$ cat config.mk
export PLATFORM = sky130hd
export DESIGN_NAME = mac_sequencer
export DESIGN_NICKNAME = d
export VERILOG_FILES = /design/src/rtl/mac_pkg.sv /design/src/rtl/mac_unit.sv /design/src/rtl/mac_sequencer.sv
export SDC_FILE = /design/constraint.sdc
export NUM_CORES = 1
export LEC_CHECK = 0
export ABC_AREA = 0
export ABC_CLOCK_PERIOD_IN_PS = 7800
export BUFFER_PORTS_ARGS = -buffer_cell sky130_fd_sc_hd__buf_2
export CORE_UTILIZATION = 59
export DETAILED_ROUTE_END_ITERATION = 10
export PLACE_DENSITY = 0.89
export SYNTH_ARGS = -nofsm -noshare
export SYNTH_HDL_FRONTEND = slang
export SYNTH_SLANG_ARGS = --single-unit
$ cat constraint.sdc
create_clock -name clk -period 7.8 [get_ports clk]
set_clock_uncertainty 0.1 [all_clocks]
set_input_delay 1.17 -clock clk [delete_from_list [all_inputs] [get_ports clk]]
set_output_delay 1.17 -clock clk [all_outputs]
set_load 0.03 [all_outputs]
$ cat src/rtl/mac_pkg.sv
// Shared types and constants for the time-multiplexed multiply-accumulate sequencer.
package mac_pkg;

  // Sequencer states: waiting for a vector, stepping through terms, holding the result.
  typedef enum logic [1:0] {
    ST_IDLE = 2'd0,
    ST_RUN  = 2'd1,
    ST_DONE = 2'd2
  } state_e;

  localparam int DEFAULT_DATA_W    = 8;
  localparam int DEFAULT_NUM_TERMS = 3;
  localparam int DEFAULT_ACC_W     = 24;

  // Width of the term index; a single-term vector still needs a one-bit counter.
  function automatic int idx_width(input int num_terms);
    return (num_terms > 1) ? $clog2(num_terms) : 1;
  endfunction

  // Smallest accumulator that can hold NUM_TERMS full-scale products without wrapping.
  function automatic int min_acc_width(input int data_w, input int num_terms);
    return 2 * data_w + $clog2(num_terms);
  endfunction

endpackage

$ cat src/rtl/mac_unit.sv
// Single shared unsigned multiplier feeding the accumulator adder.
module mac_unit
  import mac_pkg::*;
#(
  parameter int DATA_W = DEFAULT_DATA_W,
  parameter int ACC_W  = DEFAULT_ACC_W
) (
  input  logic [DATA_W-1:0] a_i,
  input  logic [DATA_W-1:0] b_i,
  input  logic [ACC_W-1:0]  acc_i,
  output logic [ACC_W-1:0]  sum_o
);

  logic [2*DATA_W-1:0] product;

  // Full-width product, zero-extended into the accumulator and added.
  always_comb begin
    product = {{DATA_W{1'b0}}, a_i} * {{DATA_W{1'b0}}, b_i};
    sum_o   = acc_i + ACC_W'(product);
  end

endmodule

$ cat src/rtl/mac_sequencer.sv
// Multiply-accumulate controller: captures an operand vector, feeds one term per
// cycle through a single shared multiplier, and returns the sum over a handshake.
module mac_sequencer
  import mac_pkg::*;
#(
  parameter int DATA_W    = DEFAULT_DATA_W,
  parameter int NUM_TERMS = DEFAULT_NUM_TERMS,
  parameter int ACC_W     = DEFAULT_ACC_W
) (
  input  logic                        clk,
  input  logic                        rst,
  input  logic                        in_valid,
  output logic                        in_ready,
  input  logic [NUM_TERMS*DATA_W-1:0] a_vec,
  input  logic [NUM_TERMS*DATA_W-1:0] b_vec,
  output logic                        out_valid,
  input  logic                        out_ready,
  output logic [ACC_W-1:0]            result,
  output logic                        busy
);

  localparam int IDX_W = idx_width(NUM_TERMS);
  localparam logic [IDX_W-1:0] LAST_IDX = IDX_W'(NUM_TERMS - 1);

  // Reject configurations that could overflow or have nothing to sequence.
  if (NUM_TERMS < 1) begin : g_bad_terms
    $error("mac_sequencer: NUM_TERMS must be at least 1");
  end
  if (ACC_W < min_acc_width(DATA_W, NUM_TERMS)) begin : g_bad_acc
    $error("mac_sequencer: ACC_W too narrow for DATA_W and NUM_TERMS");
  end

  state_e                      state_q;
  logic [IDX_W-1:0]            idx_q;
  logic [ACC_W-1:0]            acc_q;
  logic [NUM_TERMS*DATA_W-1:0] a_q;
  logic [NUM_TERMS*DATA_W-1:0] b_q;

  logic [DATA_W-1:0] a_cur;
  logic [DATA_W-1:0] b_cur;
  logic [ACC_W-1:0]  acc_d;

  // Current term selected from the captured operands by the index counter.
  always_comb begin
    a_cur = a_q[int'(idx_q)*DATA_W +: DATA_W];
    b_cur = b_q[int'(idx_q)*DATA_W +: DATA_W];
  end

  mac_unit #(
    .DATA_W (DATA_W),
    .ACC_W  (ACC_W)
  ) u_mac_unit (
    .a_i   (a_cur),
    .b_i   (b_cur),
    .acc_i (acc_q),
    .sum_o (acc_d)
  );

  // Sequencer FSM: capture in IDLE, accumulate one term per cycle in RUN, hold in DONE.
  always_ff @(posedge clk or posedge rst) begin
    if (rst) begin
      state_q <= ST_IDLE;
      idx_q   <= '0;
      acc_q   <= '0;
      a_q     <= '0;
      b_q     <= '0;
    end else begin
      case (state_q)
        ST_IDLE: begin
          if (in_valid) begin
            a_q     <= a_vec;
            b_q     <= b_vec;
            acc_q   <= '0;
            idx_q   <= '0;
            state_q <= ST_RUN;
          end
        end
        ST_RUN: begin
          acc_q <= acc_d;
          if (idx_q == LAST_IDX) begin
            state_q <= ST_DONE;
          end else begin
            idx_q <= idx_q + IDX_W'(1);
          end
        end
        ST_DONE: begin
          // acc_q is left alone so the result stays visible until the next capture.
          if (out_ready) begin
            idx_q   <= '0;
            state_q <= ST_IDLE;
          end
        end
        default: begin
          state_q <= ST_IDLE;
        end
      endcase
    end
  end

  // Handshake flags come straight from the state register, never from the inputs.
  always_comb begin
    in_ready  = (state_q == ST_IDLE);
    out_valid = (state_q == ST_DONE);
    busy      = (state_q == ST_RUN) || (state_q == ST_DONE);
    result    = acc_q;
  end

endmodule

Yosys cells after proc, flatten, opt, wreduce, memory -nomap -nowiden. Index checks and enable logic that the tools add are counted.

$add $sub $neg: 2. $mul: 1. Div/mod/pow operators: 0. $lt $le $gt $ge: 0. Equal/unequal tests: 7. Shift-type cells: 2. Mux-type cells: 9. Bitwise operators: 0. Reduce and logical (&&, ||, !) cells: 8.

Operators with widths (count): $pmux W24 S2 (1); $shiftx A24 B6 Y8 (2); $add A24 B16 Y24 (1); $mux W24 (1); $mul A8 B8 Y16 (1); $pmux W2 S3 (2); $mux W2 (5); $ne A2 B2 Y1 const B (3); $eq A2 B2 Y1 const B (2); $reduce_and A2 Y1 (2); $reduce_and A4 Y1 (1); $reduce_and A3 Y1 (1); $reduce_bool A3 Y1 (1); $add A2 B1 Y2 const B (1); $eq A2 B1 Y1 const B (1); $logic_not A2 Y1 (1); $ne A2 B1 Y1 const B (1); $reduce_bool A2 Y1 (1); $logic_or A1 B1 Y1 (1).

Flip-flop bits (word level): 76. Latch bits: 0. Memory bits (writable): 0. Bits in read-only memories: 0. Bits of input ports: 52. Output and inout bits: 27. Logic and storage cells: 34. Memories kept: 0.

Depth between registers and ports, before layout. Gate-level depths: netlist of the first run.

Word-level depth: 4. Gate-level depth with buffers: 22. Gate-level depth less buffers: 21.

Hierarchy. Synthesis of the first run repeated with hierarchy kept, for this count alone.

Cells, all modules: 585. Area total of the unflattened synthesis: 6143.4 µm².

By module, submodules not included: mac_sequencer (instances 1, cells each 241, area an instance 3299.4 µm², sequential area each 1901.8 µm²); mac_unit (instances 1, cells each 344, area an instance 2844.0 µm², sequential area each 0.0 µm²).

Worst setup path after synthesis of the first run. No wires, ideal clock.

Path kind: reg-to-reg. Start: register idx_q[1]. End: register acc_q[16], in the netlist result[16]. Library setup time: 0.132 ns. Data arrival time: 5.915 ns. Required time: 7.568 ns. Slack: 1.653 ns. Cell stages (with the launch flop): 21. Buffers on the path: 2. Clock period less this slack: 6.147 ns. Path through: dfrtp_1 clkbuf_1 nor2_1 clkbuf_1 a21oi_1 or2_2 fa_1 fa_1 inv_1 fa_1 inv_1 fa_1 inv_1 ha_1 a2111oi_4 o211ai_2 a31o_1 a221o_2 a21oi_1 mux2i_1 o211ai_1.

Longest elaborated chain between the ends: 4. Elaborated cells between the ends (all ways): 5. Classes of those cells: add/sub (1); mul (1); shift (2); mux (1).

Ends and longest elaborated chain: start, declared (line mac_sequencer.sv:34) `logic [IDX_W-1:0] idx_q;`; start signal, assigned (line mac_sequencer.sv:83) `idx_q <= idx_q + IDX_W'(1);`; $shiftx A24 B6 Y8, on equally long branches (line mac_sequencer.sv:45, mac_sequencer.sv:46); $mul A8 B8 Y16 (*) (line mac_unit.sv:18) `product = {{DATA_W{1'b0}}, a_i} * {{DATA_W{1'b0}}, b_i};`; $add A24 B16 Y24 (*) (line mac_unit.sv:19) `sum_o = acc_i + ACC_W'(product);`; $pmux W24 S2 (*) (line mac_sequencer.sv:68) `case (state_q)`; end signal, assigned (line mac_sequencer.sv:64) `acc_q <= '0;`; end signal, assigned (line mac_sequencer.sv:73) `acc_q <= '0;`; end signal, assigned (line mac_sequencer.sv:79) `acc_q <= acc_d;`; end, declared (line mac_sequencer.sv:35) `logic [ACC_W-1:0] acc_q;`.

Every way passes the cells marked *; elsewhere a longest branch is shown, timed or not. A chain may end at the register's enable or synchronous reset.

Worst setup path after layout of the first run. Same ends and word-level chain as after synthesis.

==> run metrics, run 1 <==
outcome finished clean; count of unique library cells instantiated by Yosys 51; post-synthesis sequential area ratio between 30% and 40%; cell type with the highest aggregate area in the netlist dfrtp_1; half-perimeter wire length after placement between 9000 and 10000 µm; proportion of layout cells with a drive suffix above 1 between 20% and 30%; DIE AREA about 0.011 mm²; H-Tree Level Count 3; Initial Utilization between 60% and 70%; highest attainable clock frequency roughly 0.14 GHz; flip-flop cell with the highest count after synthesis dfrtp_1; core utilization of the finished layout 68.2%; PnR worst setup slack 596 ps; Post-Route WL approximately 13000 µm; synthesized cell area around 0.006 mm²; layout overhead on the synthesized area 11.0%; clock tree sinks between 70 and 80; count of non-filler cells in the finished layout a little over 800; pin count of the biggest net entering global routing 77; number of global-route vias before repair 4442; shortest period the worst path allows 7200 ps; DRC violations left 0; Synth area leaders dfrtp_1, fa_1, ha_1; count of state elements after synthesis 76; minimum setup slack after placement between 600 and 700 ps; Die Span X 103 µm; final count of negative-setup-slack endpoints 0; nets in the synthesized netlist between 700 and 800; post-CTS setup buffers 0; fraction of the cycle the final worst path needs ~92%; count of pins on the block boundary 79; input/output buffers 78; synthesized area per cell about 10 µm²; Worst-Margin Slew ~1200 ps; worst-case headroom to the max-slew limit between 20 and 25%; crit-path max FO 19; busiest metal layer after global routing met2; final weighted congestion of routability-driven global placement ~0.97; aggregate global routing overflow 0; final total negative setup slack 0 ps; Clk pin slew, worst setup/hold paths around 80 ps; share of the synthesized area in the top cell type between 30% and 40%; RSZ-0062 raised after global routing false; Worst-Skew Late Latency 360 ps; count of flip-flops with a built-in enable after synthesis 0; max-capacitance violation count 0; Warnings, synthesis 0; cell count after synthesis 603; detailed-route vias per instance 5.49; share of flip-flops with an asynchronous set or reset 100%; signal arrival time at the worst endpoint 7340 ps; most frequent cell after synthesis inv_1; Root Buffer clkbuf_8; cts-stage hold buffer count 0; overall routing resource usage approximately a quarter; number of hold-slack violations in the final timing report 0; endpoint type of the worst setup path flop; TritonCTS clock tree built; placeable core region just under 0.01 mm²; first-pass GRT wire length ~20000 µm; type of the most critical hold path flop to flop; required time at the endpoint of the critical path 7930 ps; kind of critical path flop to flop; Post-DRT Antenna Nets 0; number of detailed-route iterations in the first pass 5; TritonCTS Buffers 9; Max clock buf depth 2; met3 Resource Use GR around 5%; met2 track demand over resource between 40% and 50%; post-CTS sizing 0; initial antenna violation count 0; final count of pins violating max slew 0; number of placement rows 36; iteration-0 DRC count of the detailed router about 170; average routed wire per standard cell around 16 µm; met1 global-route usage ~32%; overall via count from detail_route about 4500; number of diodes added for antenna fixing 0; ranking of synthesized cells by instance count inv_1, dfrtp_1, nor2_1, fa_1, mux2_2; Startpoint Class flop; total placed cells including tap cells ~800; die height between 100 and 150 µm; Layout Nets between 800 and 900
## cells in the final DEF, fill, tap and decap left out, drive strengths merged, types with 3 or more instances in the layout
master    count
clkbuf       10
o21ai        26
a22o          5
nor3          4
fa           50
ha           45
dfrtp        76
o211ai        3
a21o          7
mux2i        18
nand2b       15
nor2b         8
mux2         49
and3          4
xor2          7
or2           7
buf          81
clkinvlp      3
nand2        39
xnor2         5
nand3         5
nor2         54
a211oi        3
a21oi        26
inv         105
a31oi         6
## per-layer routing
layer  part of all wire (%)  wire length (µm)
met4                    1.9               243
met3                    4.8               606
met2                     52              6600
met1                     41              5180
met5                      0                 0
## flip-flops by register name (all words and copies together), names as in the netlist
signal / cells
b_q: 24
idx_q: 2
result: 24
a_q: 24
state_q: 2
## final timing paths
path	startpoint	end	slack [ps]	cells past startpoint
setup reg to reg	idx_q[1]	result[16]	600	18
setup / recovery	idx_q[1]	result[16]	600	18
min in group asynchronous	rst	result[23]	980	3
max in group asynchronous	rst	b_q[13]	5970	3
hold reg to reg	result[6]	result[6]	410	2
hold / removal	result[6]	result[6]	410	2
## critical path: stages (launching register included)
cell	delay [ps]
dfrtp_1	750
nor2_1	970
a21oi_1	410
or2_2	410
fa_1	490
fa_1	550
inv_1	60
fa_1	540
inv_1	60
fa_1	530
inv_1	50
ha_1	390
a2111oi_4	400
o211ai_2	160
a31o_1	250
a221o_2	430
a21oi_1	190
mux2i_1	220
o211ai_1	110
## cell type report
cell class / count / area (µm²)
sequential: 76 / 1900
clock buffer: 10 / 138
multi-input combinational: 406 / 3650
timing repair buffer: 81 / 413
inverter: 105 / 394
tap: 133 / 166
fill: 782 / 3120
clock inverter: 4 / 27.5
## metrics by stage
stage | hold WS (ps) | instance area [µm²]
4_1_cts | 412 | 6700
3_3_place_gp | 389 | 6530
2_1_floorplan | 379 | 6030
6_report | 409 | 6700
5_1_grt | 430 | 6700
3_5_place_dp | 395 | 6530
## logic make-up after synthesis
logic type | after synthesis | share of synthesized area, %
buf+inv | 121 | 7.84
compound gates | 88 | 9.65
xor+xnor | 12 | 1.74
simple gates | 144 | 11.1
mux | 67 | 12.1
flops | 76 | 31.5
fa+ha+maj | 95 | 25.9
Power of run 1 is left out: the tool's default activity adds up to more than one toggle a clock period on the data nets, which glitch-free logic cannot reach.
==> run 2: changes to the inputs <==
Settings changed: CORE_UTILIZATION 59 to 50, PLACE_DENSITY 0.89 to 0.79.
==> run 2 against run 1 <==
Compared with the run above: largest cell class unchanged; hold slack lost 4.1 ps; critical endpoint unchanged; routed wire length is 1.1% higher; setup slack improved by 53 ps; maximum frequency increased by 0.75%; non-clock buffer count did not move; via count fell by 0.54%; final area increased by 1.8%; final cell count increased by 1.5%; the flow now finishes with violations (design-rule violations); die area up 18%; first-iteration DRC count rose by 12%.
==> run metrics, run 2 (synthesis results as in run 1) <==
H-Tree Level Count 3 (unchanged); depth of the worst register-to-register path 18 (unchanged); number of detailed-route iterations in the first pass 10 (was 5); layout overhead on the synthesized area 13.0% (was 11.0%); hold depth 1 (was 2); max-capacitance violation count 0 (unchanged); placeable core region 0.0116 mm² (was 0.00982 mm²); Post-Route WL 12800 µm (was 12600 µm); Clk pin slew, worst setup/hold paths 60 ps (was 80 ps); Layout Nets 826 (unchanged); DIE AREA 0.0125 mm² (was 0.0106 mm²); final weighted congestion of routability-driven global placement 0.900 (was 0.966); post-CTS sizing 0 (unchanged); aggregate global routing overflow 0 (unchanged); PnR worst setup slack 650 ps (was 596 ps); outcome complete, but fails checks (was finished clean); minimum setup slack after placement 711 ps (was 686 ps); required time at the endpoint of the critical path 7900 ps (was 7930 ps); busiest metal layer after global routing met2 (unchanged); overall routing resource usage 22.1% (was 25.2%); average routed wire per standard cell 15.4 µm (was 15.5 µm); Post-DRT Antenna Nets 0 (unchanged); type of the most critical hold path flop to flop (unchanged); fraction of the cycle the final worst path needs 91.7% (was 92.4%); kind of critical path flop to flop (unchanged); final count of negative-setup-slack endpoints 0 (unchanged); first-pass GRT wire length 21800 µm (was 20400 µm); met3 Resource Use GR 5.06% (was 4.88%); RSZ-0062 raised after global routing false (unchanged); cts-stage hold buffer count 0 (unchanged); initial antenna violation count 0 (unchanged); total placed cells including tap cells 811 (was 801); count of non-filler cells in the finished layout 827 (was 815); iteration-0 DRC count of the detailed router 185 (was 165); die height 112 µm (was 103 µm); most frequent cells in the layout inv_1, buf_2, dfrtp_1 (unchanged); overall via count from detail_route 4454 (was 4478); DRC violations left 5 (was 0); Startpoint Class flop (unchanged); highest attainable clock frequency 0.140 GHz (was 0.139 GHz); TritonCTS clock tree built (unchanged); TritonCTS Buffers 9 (unchanged); number of placement rows 39 (was 36); most common cell after layout, fill and taps aside inv_1 (unchanged); Max clock buf depth 2 (unchanged); shortest period the worst path allows 7150 ps (was 7200 ps); crit-path max FO 19 (unchanged); clock tree sinks 76 (unchanged); input/output buffers 78 (unchanged); number of global-route vias before repair 4634 (was 4442); count of pins on the block boundary 79 (unchanged); number of diodes added for antenna fixing 0 (unchanged); endpoint type of the worst setup path flop (unchanged); post-CTS setup buffers 0 (unchanged); Worst-Skew Late Latency 340 ps (was 360 ps); final total negative setup slack 0 ps (unchanged); worst-case headroom to the max-slew limit 23.9% (was 22.1%); number of hold-slack violations in the final timing report 0 (unchanged); met2 track demand over resource 39.5% (was 43.8%); Worst-Margin Slew 1140 ps (was 1170 ps); met1 global-route usage 26.8% (was 32.0%); worst hold margin 405 ps (was 409 ps); Root Buffer clkbuf_16 (was clkbuf_8); detailed-route vias per instance 5.39 (was 5.49); Initial Utilization 52.1% (was 61.4%); signal arrival time at the worst endpoint 7250 ps (was 7340 ps); pin count of the biggest net entering global routing 77 (unchanged); final count of pins violating max slew 0 (unchanged); half-perimeter wire length after placement 9940 µm (was 9860 µm); violations in the final reports design-rule violations; Die Span X 112 µm (was 103 µm); proportion of layout cells with a drive suffix above 1 24.0% (about the same)
run 2: cell count changes in the layout (fill, tap and decap cells not counted), sizes merged:
cell / before / now
clkinv: 1 / 2
clkbuf: 10 / 11
clkinvlp: 3 / 2
inv: 105 / 106
run 2: layer usage:
metal / wire, µm / vias up
met5: 0 / -
met4: 225 / 0
met3: 562 / 24
met2: 6780 / 104
met1: 5200 / 2218
li1: - / 2108
run 2: final cells by class:
type	count	area (µm²)
Fill cell	955	4750
Inverter	105	394
Clock buffer	11	233
Sequential cell	76	1900
Tap cell	143	179
Timing Repair Buffer	81	413
Multi-Input combinational cell	406	3650
Clock inverter	5	37.5
run 2: final timing paths:
path                            slack (ps)      from    endpoint
worst min-delay path                   400    a_q[2]      a_q[2]
worst max-delay path                   650  idx_q[1]  result[16]
worst max register to register         650  idx_q[1]  result[16]
min in group asynchronous             1020       rst     a_q[23]
max in group asynchronous             5940       rst     b_q[11]
worst min register to register         400    a_q[2]      a_q[2]
run 2: through the flow:
stage / instance area [µm²] / utilization [%]
6_report: 6810 / 58.9
5_1_grt: 6810 / 58.9
4_1_cts: 6810 / 58.9
3_5_place_dp: 6540 / 56.6
3_3_place_gp: 6540 / 56.6
2_1_floorplan: 6030 / -
run 2: critical path, cell delays in order, from the launching register on:
cell,delay [ps]
dfrtp_1,740
nor2_1,930
a21oi_1,400
or2_2,410
fa_1,530
fa_1,550
inv_1,50
fa_1,550
inv_1,60
fa_1,530
inv_1,40
ha_1,380
a2111oi_4,400
o211ai_2,150
a31o_1,240
a221o_2,430
a21oi_1,200
mux2i_1,200
o211ai_1,100
Power of run 2 is left out for the same reason.
